## src/rtl/mux4_arb_pkg.sv

```systemverilog
// Shared types and constants for the four-way round-robin mux arbiter.
package mux4_arb_pkg;

  localparam int NUM_REQ = 4;
  localparam int SEL_W   = 2;
  localparam int CNT_W   = 8;

  // IDLE: nobody owns the datapath. OWN: requester sel owns it.
  typedef enum logic {
    IDLE = 1'b0,
    OWN  = 1'b1
  } state_t;

endpackage : mux4_arb_pkg

```

## src/rtl/mux4.sv

```systemverilog
// Plain 4:1 mux datapath; s1 is the high select bit, s2 the low one.
module mux4 #(
  parameter int WIDTH = 8
) (
  input  logic [WIDTH-1:0] d0,
  input  logic [WIDTH-1:0] d1,
  input  logic [WIDTH-1:0] d2,
  input  logic [WIDTH-1:0] d3,
  input  logic             s1,
  input  logic             s2,
  output logic [WIDTH-1:0] y
);

  // Two-level select tree.
  always_comb begin
    case ({s1, s2})
      2'b00:   y = d0;
      2'b01:   y = d1;
      2'b10:   y = d2;
      default: y = d3;
    endcase
  end

endmodule : mux4

```

## src/rtl/rr_pick.sv

```systemverilog
// Combinational round-robin picker: first set req bit scanning
// ptr+1, ptr+2, ptr+3, ptr (mod 4). The last-served index comes last.
module rr_pick
  import mux4_arb_pkg::*;
(
  input  logic [NUM_REQ-1:0] req,
  input  logic [SEL_W-1:0]   ptr,
  output logic               found,
  output logic [SEL_W-1:0]   idx
);

  // Scan the four rotated positions and keep the first hit.
  always_comb begin
    logic [SEL_W-1:0] cand;
    // NOTE: every output gets a default before the loop so no path leaves it
    // unassigned, which would otherwise infer a latch.
    found = 1'b0;
    idx   = '0;
    cand  = '0;
    for (int i = 1; i <= NUM_REQ; i++) begin
      // Two-bit addition wraps naturally; offset 4 lands back on ptr.
      cand = ptr + SEL_W'(i);
      if (!found && req[cand]) begin
        found = 1'b1;
        idx   = cand;
      end
    end
  end

endmodule : rr_pick

```

## src/rtl/mux4_rr_arbiter.sv

```systemverilog
// Round-robin arbiter sharing one 4:1 mux among four requesters, with a
// valid/ready output, per-beat acknowledge and a per-grant beat cap.
module mux4_rr_arbiter
  import mux4_arb_pkg::*;
#(
  parameter int WIDTH     = 8,
  parameter int MAX_BEATS = 4
) (
  input  logic               clk,
  input  logic               reset,
  input  logic [NUM_REQ-1:0] req,
  input  logic [WIDTH-1:0]   d0,
  input  logic [WIDTH-1:0]   d1,
  input  logic [WIDTH-1:0]   d2,
  input  logic [WIDTH-1:0]   d3,
  output logic [WIDTH-1:0]   out_data,
  output logic               out_valid,
  input  logic               out_ready,
  output logic [NUM_REQ-1:0] in_ack,
  output logic [NUM_REQ-1:0] grant,
  output logic [SEL_W-1:0]   sel,
  output logic               busy
);

  // Beat index of the last beat a single grant may carry.
  localparam logic [CNT_W-1:0] LAST_BEAT = CNT_W'(MAX_BEATS - 1);

  state_t             state_q, state_d;
  logic [SEL_W-1:0]   sel_q, sel_d;
  logic [NUM_REQ-1:0] grant_q, grant_d;
  logic [CNT_W-1:0]   cnt_q, cnt_d;
  logic [SEL_W-1:0]   ptr_q, ptr_d;

  logic               owner_req;
  logic               transfer;
  logic               release_own;
  logic               arbitrate;
  logic [SEL_W-1:0]   pick_ptr;
  logic               pick_found;
  logic [SEL_W-1:0]   pick_idx;

  // Handshake and release decode for the current owner.
  always_comb begin
    owner_req   = req[sel_q];
    out_valid   = (state_q == OWN) && owner_req;
    transfer    = out_valid && out_ready;
    in_ack      = {NUM_REQ{transfer}} & grant_q;
    release_own = (state_q == OWN) &&
                  (!owner_req || (transfer && (cnt_q == LAST_BEAT)));
    arbitrate   = (state_q == IDLE) || release_own;
    // On release the owner becomes the new last-served index this cycle,
    // so the scan already places it last.
    pick_ptr    = (state_q == OWN) ? sel_q : ptr_q;
  end

  rr_pick u_pick (
    .req   (req),
    .ptr   (pick_ptr),
    .found (pick_found),
    .idx   (pick_idx)
  );

  // Next-state logic: grant hand-over, idle fallback and beat counting.
  always_comb begin
    state_d = state_q;
    sel_d   = sel_q;
    grant_d = grant_q;
    cnt_d   = cnt_q;
    ptr_d   = ptr_q;
    if (arbitrate) begin
      ptr_d = pick_ptr;
      cnt_d = '0;
      if (pick_found) begin
        state_d = OWN;
        sel_d   = pick_idx;
        grant_d = NUM_REQ'(1) << pick_idx;
      end else begin
        // sel is kept so the idle mux output stays where it was.
        state_d = IDLE;
        grant_d = '0;
      end
    end else if (transfer) begin
      cnt_d = cnt_q + CNT_W'(1);
    end
  end

  // State register with synchronous active-low reset.
  always_ff @(posedge clk) begin
    // NOTE: sequential state uses non-blocking assignments so every register
    // samples the pre-edge values regardless of statement order.
    if (!reset) begin
      state_q <= IDLE;
      sel_q   <= '0;
      grant_q <= '0;
      cnt_q   <= '0;
      ptr_q   <= SEL_W'(NUM_REQ - 1);
    end else begin
      state_q <= state_d;
      sel_q   <= sel_d;
      grant_q <= grant_d;
      cnt_q   <= cnt_d;
      ptr_q   <= ptr_d;
    end
  end

  assign grant = grant_q;
  assign sel   = sel_q;
  assign busy  = (state_q == OWN);

  mux4 #(
    .WIDTH (WIDTH)
  ) u_mux (
    .d0 (d0),
    .d1 (d1),
    .d2 (d2),
    .d3 (d3),
    .s1 (sel_q[1]),
    .s2 (sel_q[0]),
    .y  (out_data)
  );

endmodule : mux4_rr_arbiter

```

## config.mk

```make
export PLATFORM = sky130hd
export DESIGN_NAME = mux4_rr_arbiter
export DESIGN_NICKNAME = d
export VERILOG_FILES = /design/src/rtl/mux4_arb_pkg.sv /design/src/rtl/mux4.sv /design/src/rtl/rr_pick.sv /design/src/rtl/mux4_rr_arbiter.sv
export SDC_FILE = /design/constraint.sdc
export NUM_CORES = 1
export LEC_CHECK = 0
export ABC_CLOCK_PERIOD_IN_PS = 4500
export BUFFER_PORTS_ARGS = -buffer_cell sky130_fd_sc_hd__clkbuf_2
export CAP_MARGIN = 20
export CELL_PAD_IN_SITES_DETAIL_PLACEMENT = 1
export CELL_PAD_IN_SITES_GLOBAL_PLACEMENT = 2
export CORE_AREA = 4 4 78 65
export DETAILED_ROUTE_END_ITERATION = 10
export DIE_AREA = 0 0 82 69
export PLACE_DENSITY = 0.93
export SLEW_MARGIN = 20
export SYNTH_ARGS = -nofsm -noshare
export SYNTH_HDL_FRONTEND = slang
export SYNTH_SLANG_ARGS = --single-unit
```

## constraint.sdc

```tcl
create_clock -name clk -period 4.5 [get_ports clk]
set_clock_uncertainty 0.15 [all_clocks]
set_input_delay 0.225 -clock clk [delete_from_list [all_inputs] [get_ports clk]]
set_output_delay 0.225 -clock clk [all_outputs]
set_load 0.005 [all_outputs]
```

==> results of run 1 <==
flip-flops by register name (all words and copies together) (netlist names):
| name | flops |
|---|---|
| sel | 2 |
| grant | 4 |
| ptr_q | 2 |
| cnt_q | 8 |
| busy | 1 |
final cells by class:
type,count,area (µm²),share of cell area
clock buffer,3,41.3,0.0276
clock inverter,1,5.00,0.00334
tap,57,71.3,0.0476
timing repair buffer,58,290,0.194
inverter,3,11.3,0.00752
sequential,17,340,0.227
multi-input combinational,89,738,0.493
cells in the final DEF (no fill, tap or decap), types with 2 or more instances in the layout:
cell type and n:
mux2_2 2, nor2_1 21, a32o_1 2, xor2_1 6, nand3_1 4, mux2i_1 5
clkbuf_2 58, nand2_1 6, o21ai_0 5, a21oi_1 2, a211oi_1 2, clkbuf_8 3
and3_1 6, a22o_2 2, mux4_2 8, dfxtp_1 17, inv_1 3, nand4_1 4
worst max-delay path, cell delays in order (launching register included):
cell and delay [ns]:
dfxtp_1 0.78, mux2i_1 0.21, o22ai_2 0.55, and3_1 0.24, clkbuf_2 0.11
kinds of logic (layout without fill, tap and decap cells):
family,after synthesis,after routing,share of synthesized area
xor gates and xnor gates,7,7,0.0541
AOI/OAI and AO/OA,19,19,0.158
adders and majority gates,1,1,0.0110
DFF,17,17,0.300
and+or+nand+nor,47,47,0.205
muxes,15,15,0.223
buffers and inverters,10,65,0.0486
power groups by stage:
stage / logic [µW] / clock network (µW) / registers (µW)
floorplan: 110 / 0 / 173
global placement: 150 / 0 / 189
detailed placement: 153 / 0 / 189
CTS: 154 / 119 / 186
global route: 167 / 126 / 189
finish: 152 / 115 / 185
layer usage:
layer | global-route usage | up-vias | share of wire
met5 | 0 | - | 0
met4 | 0.0258 | 0 | 0.0078
met3 | 0.0273 | 4 | 0.022
met2 | 0.204 | 15 | 0.50
met1 | 0.179 | 536 | 0.47
li1 | - | 543 | -
how the worst max path moves through the flow:
| stage | slack [ns] | depth (start not counted) | from | to |
|---|---|---|---|---|
| 6_report | 1.97 | 4 | sel[0]$_SDFFE_PN0P_ | in_ack[3] |
| 5_1_grt | 1.76 | 4 | sel[0]$_SDFFE_PN0P_ | in_ack[3] |
| 4_1_cts | 1.92 | 4 | sel[0]$_SDFFE_PN0P_ | in_ack[3] |
| 3_5_place_dp | 2.03 | 5 | sel[0]$_SDFFE_PN0P_ | grant[1]$_SDFFE_PN0P_ |
| 3_3_place_gp | 2.13 | 5 | sel[0]$_SDFFE_PN0P_ | grant[1]$_SDFFE_PN0P_ |
| 2_1_floorplan | 2.66 | 4 | cnt_q[2]$_SDFFE_PP0N_ | grant[1]$_SDFFE_PN0P_ |
metrics by stage:
stage / area (µm²) / hold WS, ns / setup slack [ns] / cells / utilization
2_1_floorplan: 1130 / 0.151 / 2.66 / 116 / -
3_3_place_gp: 1450 / 0.313 / 2.13 / 224 / 0.345
3_5_place_dp: 1450 / 0.315 / 2.03 / 224 / 0.345
4_1_cts: 1500 / 0.0511 / 1.92 / 228 / 0.356
5_1_grt: 1500 / 0.0679 / 1.76 / 228 / 0.356
6_report: 1500 / 0.0620 / 1.97 / 228 / 0.356
==> flow_metrics.py, run 1 <==
metrics = {
    "critical_path": {
        "r2r-start": "sel[0]$_SDFFE_PN0P_",
        "critPathRequiredTime_ns": 4.12,
        "reg2reg_setup_slack_ns": 2.03,
        "critPathKind": "reg -> out",
        "rr_worst_depth": 5,
        "r2r-end": "grant[0]$_SDFFE_PN0P_",
        "cp.arrival_ns": 2.15,
        "worstSetupEndpointType": "primary output",
        "cp_max_fo": 14,
        "cp-start-kind": "flop",
    },
    "timing": {
        "fin_crit_ns": 2.53,
        "setup_viol": 0,
        "finalHoldViolCount": 0,
        "slew_headroom": 0.524,
        "tns_ns": 0,
        "period_share": 0.562,
        "rsz0062_at_grt": "false",
        "final-max-slew-violation-count": 0,
        "worstMarginPinSlew_ns": 0.713,
        "fmax_ghz": 0.396,
    },
    "detailed_routing": {
        "drtAntennaViolNets": 0,
        "route.detailed.drc": 0,
        "vias": 1098,
        "vias_per_cell": 4.82,
        "drt-pass1-iter-count": 4,
        "wl_um": 3460,
        "drt_iter0_markers": 59,
        "wl_per_cell_um": 15.2,
    },
    "pwr": {
        "sequentialPowerShare": 0.409,
        "switching_share": 0.322,
        "power_density_mw_per_mm2": 302,
        "intPower_uw": 306,
        "p_clk_frac": 0.255,
        "p_leak_uw": 0.000673,
        "total_power_uw": 452,
        "vdd_drop_max_mv": 0.108,
        "p_comb_frac": 0.336,
        "p_switching_uw": 146,
    },
    "grt": {
        "grt_max_degree": 15,
        "antenna_found_initial": 0,
        "grt_pass1_vias": 1162,
        "grt-ovfl-total": 0,
        "grt_pass1_wl_um": 5800,
        "grtUsageTotal": 0.129,
    },
    "synthesis": {
        "yosys_most_used_dff": "dfxtp_1",
        "synth_commonest_cells": "nor2_1, dfxtp_1, mux4_2",
        "yosys_warnings": 0,
        "synth_top_area_frac": 0.300,
        "synth_nets": 156,
        "ys_seq_area_frac": 0.300,
        "yosysMostFrequentCell": "nor2_1",
        "ys_types": 33,
        "ys_ff_latch": 17,
        "syn_inst": 116,
        "synthArstFlopShare": 0,
        "synth_area_mm2": 0.00113,
        "syn_avg_cell_area_um2": 9.77,
        "yosys-top-cells-area": "dfxtp_1, mux4_2, nor2_1",
        "yosys.area.top_type": "dfxtp_1",
        "synth_edf_count": 0,
    },
    "clock_tree": {
        "path_clk_slew_ns": 0.07,
        "clkSinkCount": 17,
        "cts_made_buffers": 3,
        "cts_post_setup_buffers_inserted": 0,
        "tritoncts": "done",
        "htreeDepth": 1,
        "cts_resized": 0,
        "root_buffer": "clkbuf_8",
        "ctsHoldBuffers": 0,
        "clock_latency_ns": 0.25,
        "clockBufferDepth": 2,
    },
    "placement": {
        "gp_congestion": 0.815,
        "hpwlAfterDp_um": 2920,
        "port_buffers": 58,
    },
    "die": {
        "row_count": 21,
        "fp.dieW_um": 82,
        "die-area_mm2": 0.00566,
        "core_region_area_mm2": 0.00420,
        "start_util": 0.270,
        "ios": 59,
        "die_h_um": 69,
    },
    "outcome": {
        "status": "finished, final reports clean",
    },
    "cells_and_area": {
        "num-nets-final": 212,
        "n_antenna_cell": 0,
        "syn_to_final_growth_pct": 32.1,
        "layout-drive-gt1-share": 0.474,
        "fillerInstances": 530,
    },
    "worst_hold_path": {
        "worstHoldPathCells": 2,
        "hold_path.class": "in -> reg",
        "holdPathEnd": "ptr_q[1]$_SDFFE_PN1P_",
        "min_from": "reset",
    },
    "run": {
        "cap_violations": 0,
    },
}
(Power assumes the default switching activity.)
==> inputs of run 2 (changes only) <==
--- a/config.mk
+++ b/config.mk
@@ -5,15 +5,15 @@
 export SDC_FILE = /design/constraint.sdc
 export NUM_CORES = 1
 export LEC_CHECK = 0
-export ABC_CLOCK_PERIOD_IN_PS = 4500
+export ABC_CLOCK_PERIOD_IN_PS = 2400
 export BUFFER_PORTS_ARGS = -buffer_cell sky130_fd_sc_hd__clkbuf_2
 export CAP_MARGIN = 20
 export CELL_PAD_IN_SITES_DETAIL_PLACEMENT = 1
 export CELL_PAD_IN_SITES_GLOBAL_PLACEMENT = 2
-export CORE_AREA = 4 4 78 65
+export CORE_AREA = 4 4 81 68
 export DETAILED_ROUTE_END_ITERATION = 10
-export DIE_AREA = 0 0 82 69
-export PLACE_DENSITY = 0.93
+export DIE_AREA = 0 0 85 72
+export PLACE_DENSITY = 0.87
 export SLEW_MARGIN = 20
 export SYNTH_ARGS = -nofsm -noshare
 export SYNTH_HDL_FRONTEND = slang
==> constraint.sdc (replaced) <==
create_clock -name clk -period 2.4 [get_ports clk]
set_clock_uncertainty 0.15 [all_clocks]
set_input_delay 0.12 -clock clk [delete_from_list [all_inputs] [get_ports clk]]
set_output_delay 0.12 -clock clk [all_outputs]
set_load 0.005 [all_outputs]
==> run 2 against run 1 <==
Against the previous run:
- global-route usage shrank 1.4 points
- non-clock buffer count grew 5
- worst hold slack better by 0.11 ns
- sequential cell count did not move
- routed wire length decreased by 4.6%
- combinational power rose by 110%
- sequential share of layout area shrank 0.66 points
- sequential power increased by 78%
- clock power rose by 89%
- register-to-register slack got worse by 1.7 ns
- setup slack worse by 1.6 ns
- die area is 8.2% higher
- largest power group unchanged
==> flow_metrics.py, run 2 (synthesis gave the netlist of run 1 again) <==
metrics = {
    "timing": {
        "setup_viol": 0,
        "fmax_ghz": 0.482,
        "fin_crit_ns": 2.08,
        "finalHoldViolCount": 0,
        "tns_ns": 0,
        "slew_headroom": 0.653,
        "rsz0062_at_grt": "false",
        "final-max-slew-violation-count": 0,
        "period_share": 0.865,
        "worstMarginPinSlew_ns": 0.514,
    },
    "die": {
        "ios": 59,
        "fp.dieW_um": 85,
        "die_h_um": 72,
        "row_count": 23,
        "start_util": 0.236,
        "die-area_mm2": 0.00612,
        "core_region_area_mm2": 0.00481,
    },
    "detailed_routing": {
        "drt_iter0_markers": 50,
        "drt-pass1-iter-count": 4,
        "drtAntennaViolNets": 0,
        "wl_per_cell_um": 13.9,
        "route.detailed.drc": 0,
        "vias_per_cell": 4.72,
        "wl_um": 3300,
        "vias": 1124,
    },
    "placement": {
        "place_area_mm2": 0.00149,
        "gp_congestion": 0.713,
        "hpwlAfterDp_um": 2790,
        "port_buffers": 58,
    },
    "pwr": {
        "p_leak_uw": 0.000695,
        "p_clk_frac": 0.252,
        "power_density_mw_per_mm2": 557,
        "sequentialPowerShare": 0.383,
        "vdd_drop_max_mv": 0.201,
        "intPower_uw": 592,
        "switching_share": 0.311,
        "p_comb_frac": 0.365,
        "p_switching_uw": 267,
    },
    "critical_path": {
        "worstSetupEndpointType": "primary output",
        "cp.arrival_ns": 1.81,
        "critPathRequiredTime_ns": 2.13,
        "cp-start-kind": "flop",
        "critPathKind": "reg -> out",
        "cp_max_fo": 10,
    },
    "grt": {
        "grt-ovfl-total": 0,
        "grt_pass1_wl_um": 5780,
        "antenna_found_initial": 0,
        "grt_max_degree": 13,
        "grt_pass1_vias": 1178,
        "grtUsageTotal": 0.115,
    },
    "clock_tree": {
        "clock_latency_ns": 0.25,
        "clkSinkCount": 17,
        "clockBufferDepth": 2,
        "path_clk_slew_ns": 0.07,
        "cts_post_setup_buffers_inserted": 0,
        "tritoncts": "done",
        "cts_made_buffers": 3,
        "root_buffer": "clkbuf_8",
        "htreeDepth": 1,
    },
    "cells_and_area": {
        "final_cell_area_mm2": 0.00154,
        "layout-drive-gt1-share": 0.477,
        "layout_commonest_cell": "clkbuf_2",
        "n_antenna_cell": 0,
        "syn_to_final_growth_pct": 36.1,
        "largest_reg_flops": 8,
        "top_register": "cnt_q",
        "layout_common_cells": "clkbuf_2, nor2_1, dfxtp_1, mux4_2",
        "fillerInstances": 570,
        "num-nets-final": 217,
    },
    "worst_hold_path": {
        "hold_path.class": "in -> reg",
    },
    "run": {
        "cap_violations": 0,
    },
    "outcome": {
        "status": "finished, final reports clean",
    },
}
[run 2: power by group through the flow]
stage                     clock, µW  sequential, µW  combinational (µW)
after floorplan                   0             325                 206
after global placement            0             335                 315
after detailed placement          0             336                 319
after CTS                       226             330                 321
after global routing            235             333                 349
final                           217             329                 314
[run 2: worst paths after layout]
path | start | end | slack, ns | cells past startpoint
worst max-delay path | sel[0]$_SDFFE_PN0P_ | in_ack[2] | 0.32 | 5
worst min-delay path | out_ready | cnt_q[3]$_SDFFE_PP0N_ | 0.17 | 4
worst max register to register | cnt_q[2]$_SDFFE_PP0N_ | grant[0]$_SDFFE_PN0P_ | 0.37 | 4
worst min register to register | grant[1]$_SDFFE_PN0P_ | grant[1]$_SDFFE_PN0P_ | 0.37 | 1
[run 2: worst max-delay path, cell delays in order (launching register included)]
cell and delay [ns]:
dfxtp_1 0.47, mux2i_1 0.15, o22ai_2 0.44, buf_4 0.22, and3_1 0.16, clkbuf_2 0.11
[run 2: layout make-up]
type,count,area (µm²),share of cell area
Tap cell,62,77.6,0.0503
Inverter,3,11.3,0.00730
Multi-Input combinational cell,89,738,0.479
Timing Repair Buffer,63,330,0.214
Clock buffer,4,45.0,0.0292
Sequential cell,17,340,0.221
[run 2: layer usage]
layer | GRT usage | share of wire | vias to the layer above
met1 | 0.136 | 0.43 | 548
met4 | 0.0211 | 0.0076 | 0
met5 | 0 | 0 | -
met3 | 0.0284 | 0.037 | 5
met2 | 0.214 | 0.53 | 16
li1 | - | - | 555
[run 2: through the flow]
step	utilization	hold slack (ns)	power, µW	setup WS [ns]	std cells
after floorplan	-	0.0462	531	0.560	116
after global placement	0.310	0.213	650	0.389	233
after detailed placement	0.310	0.218	655	0.384	233
after CTS	0.321	0.182	877	0.281	238
after global routing	0.321	0.229	917	0.168	238
final	0.321	0.174	859	0.323	238
[run 2: repair_timing]
| action | in CTS | in global routing |
|---|---|---|
| resized for setup | 0 | 0 |
| hold endpoints to repair | 2 | 0 |
| hold buffers | 1 | 0 |
| setup endpoints to repair | 0 | 0 |
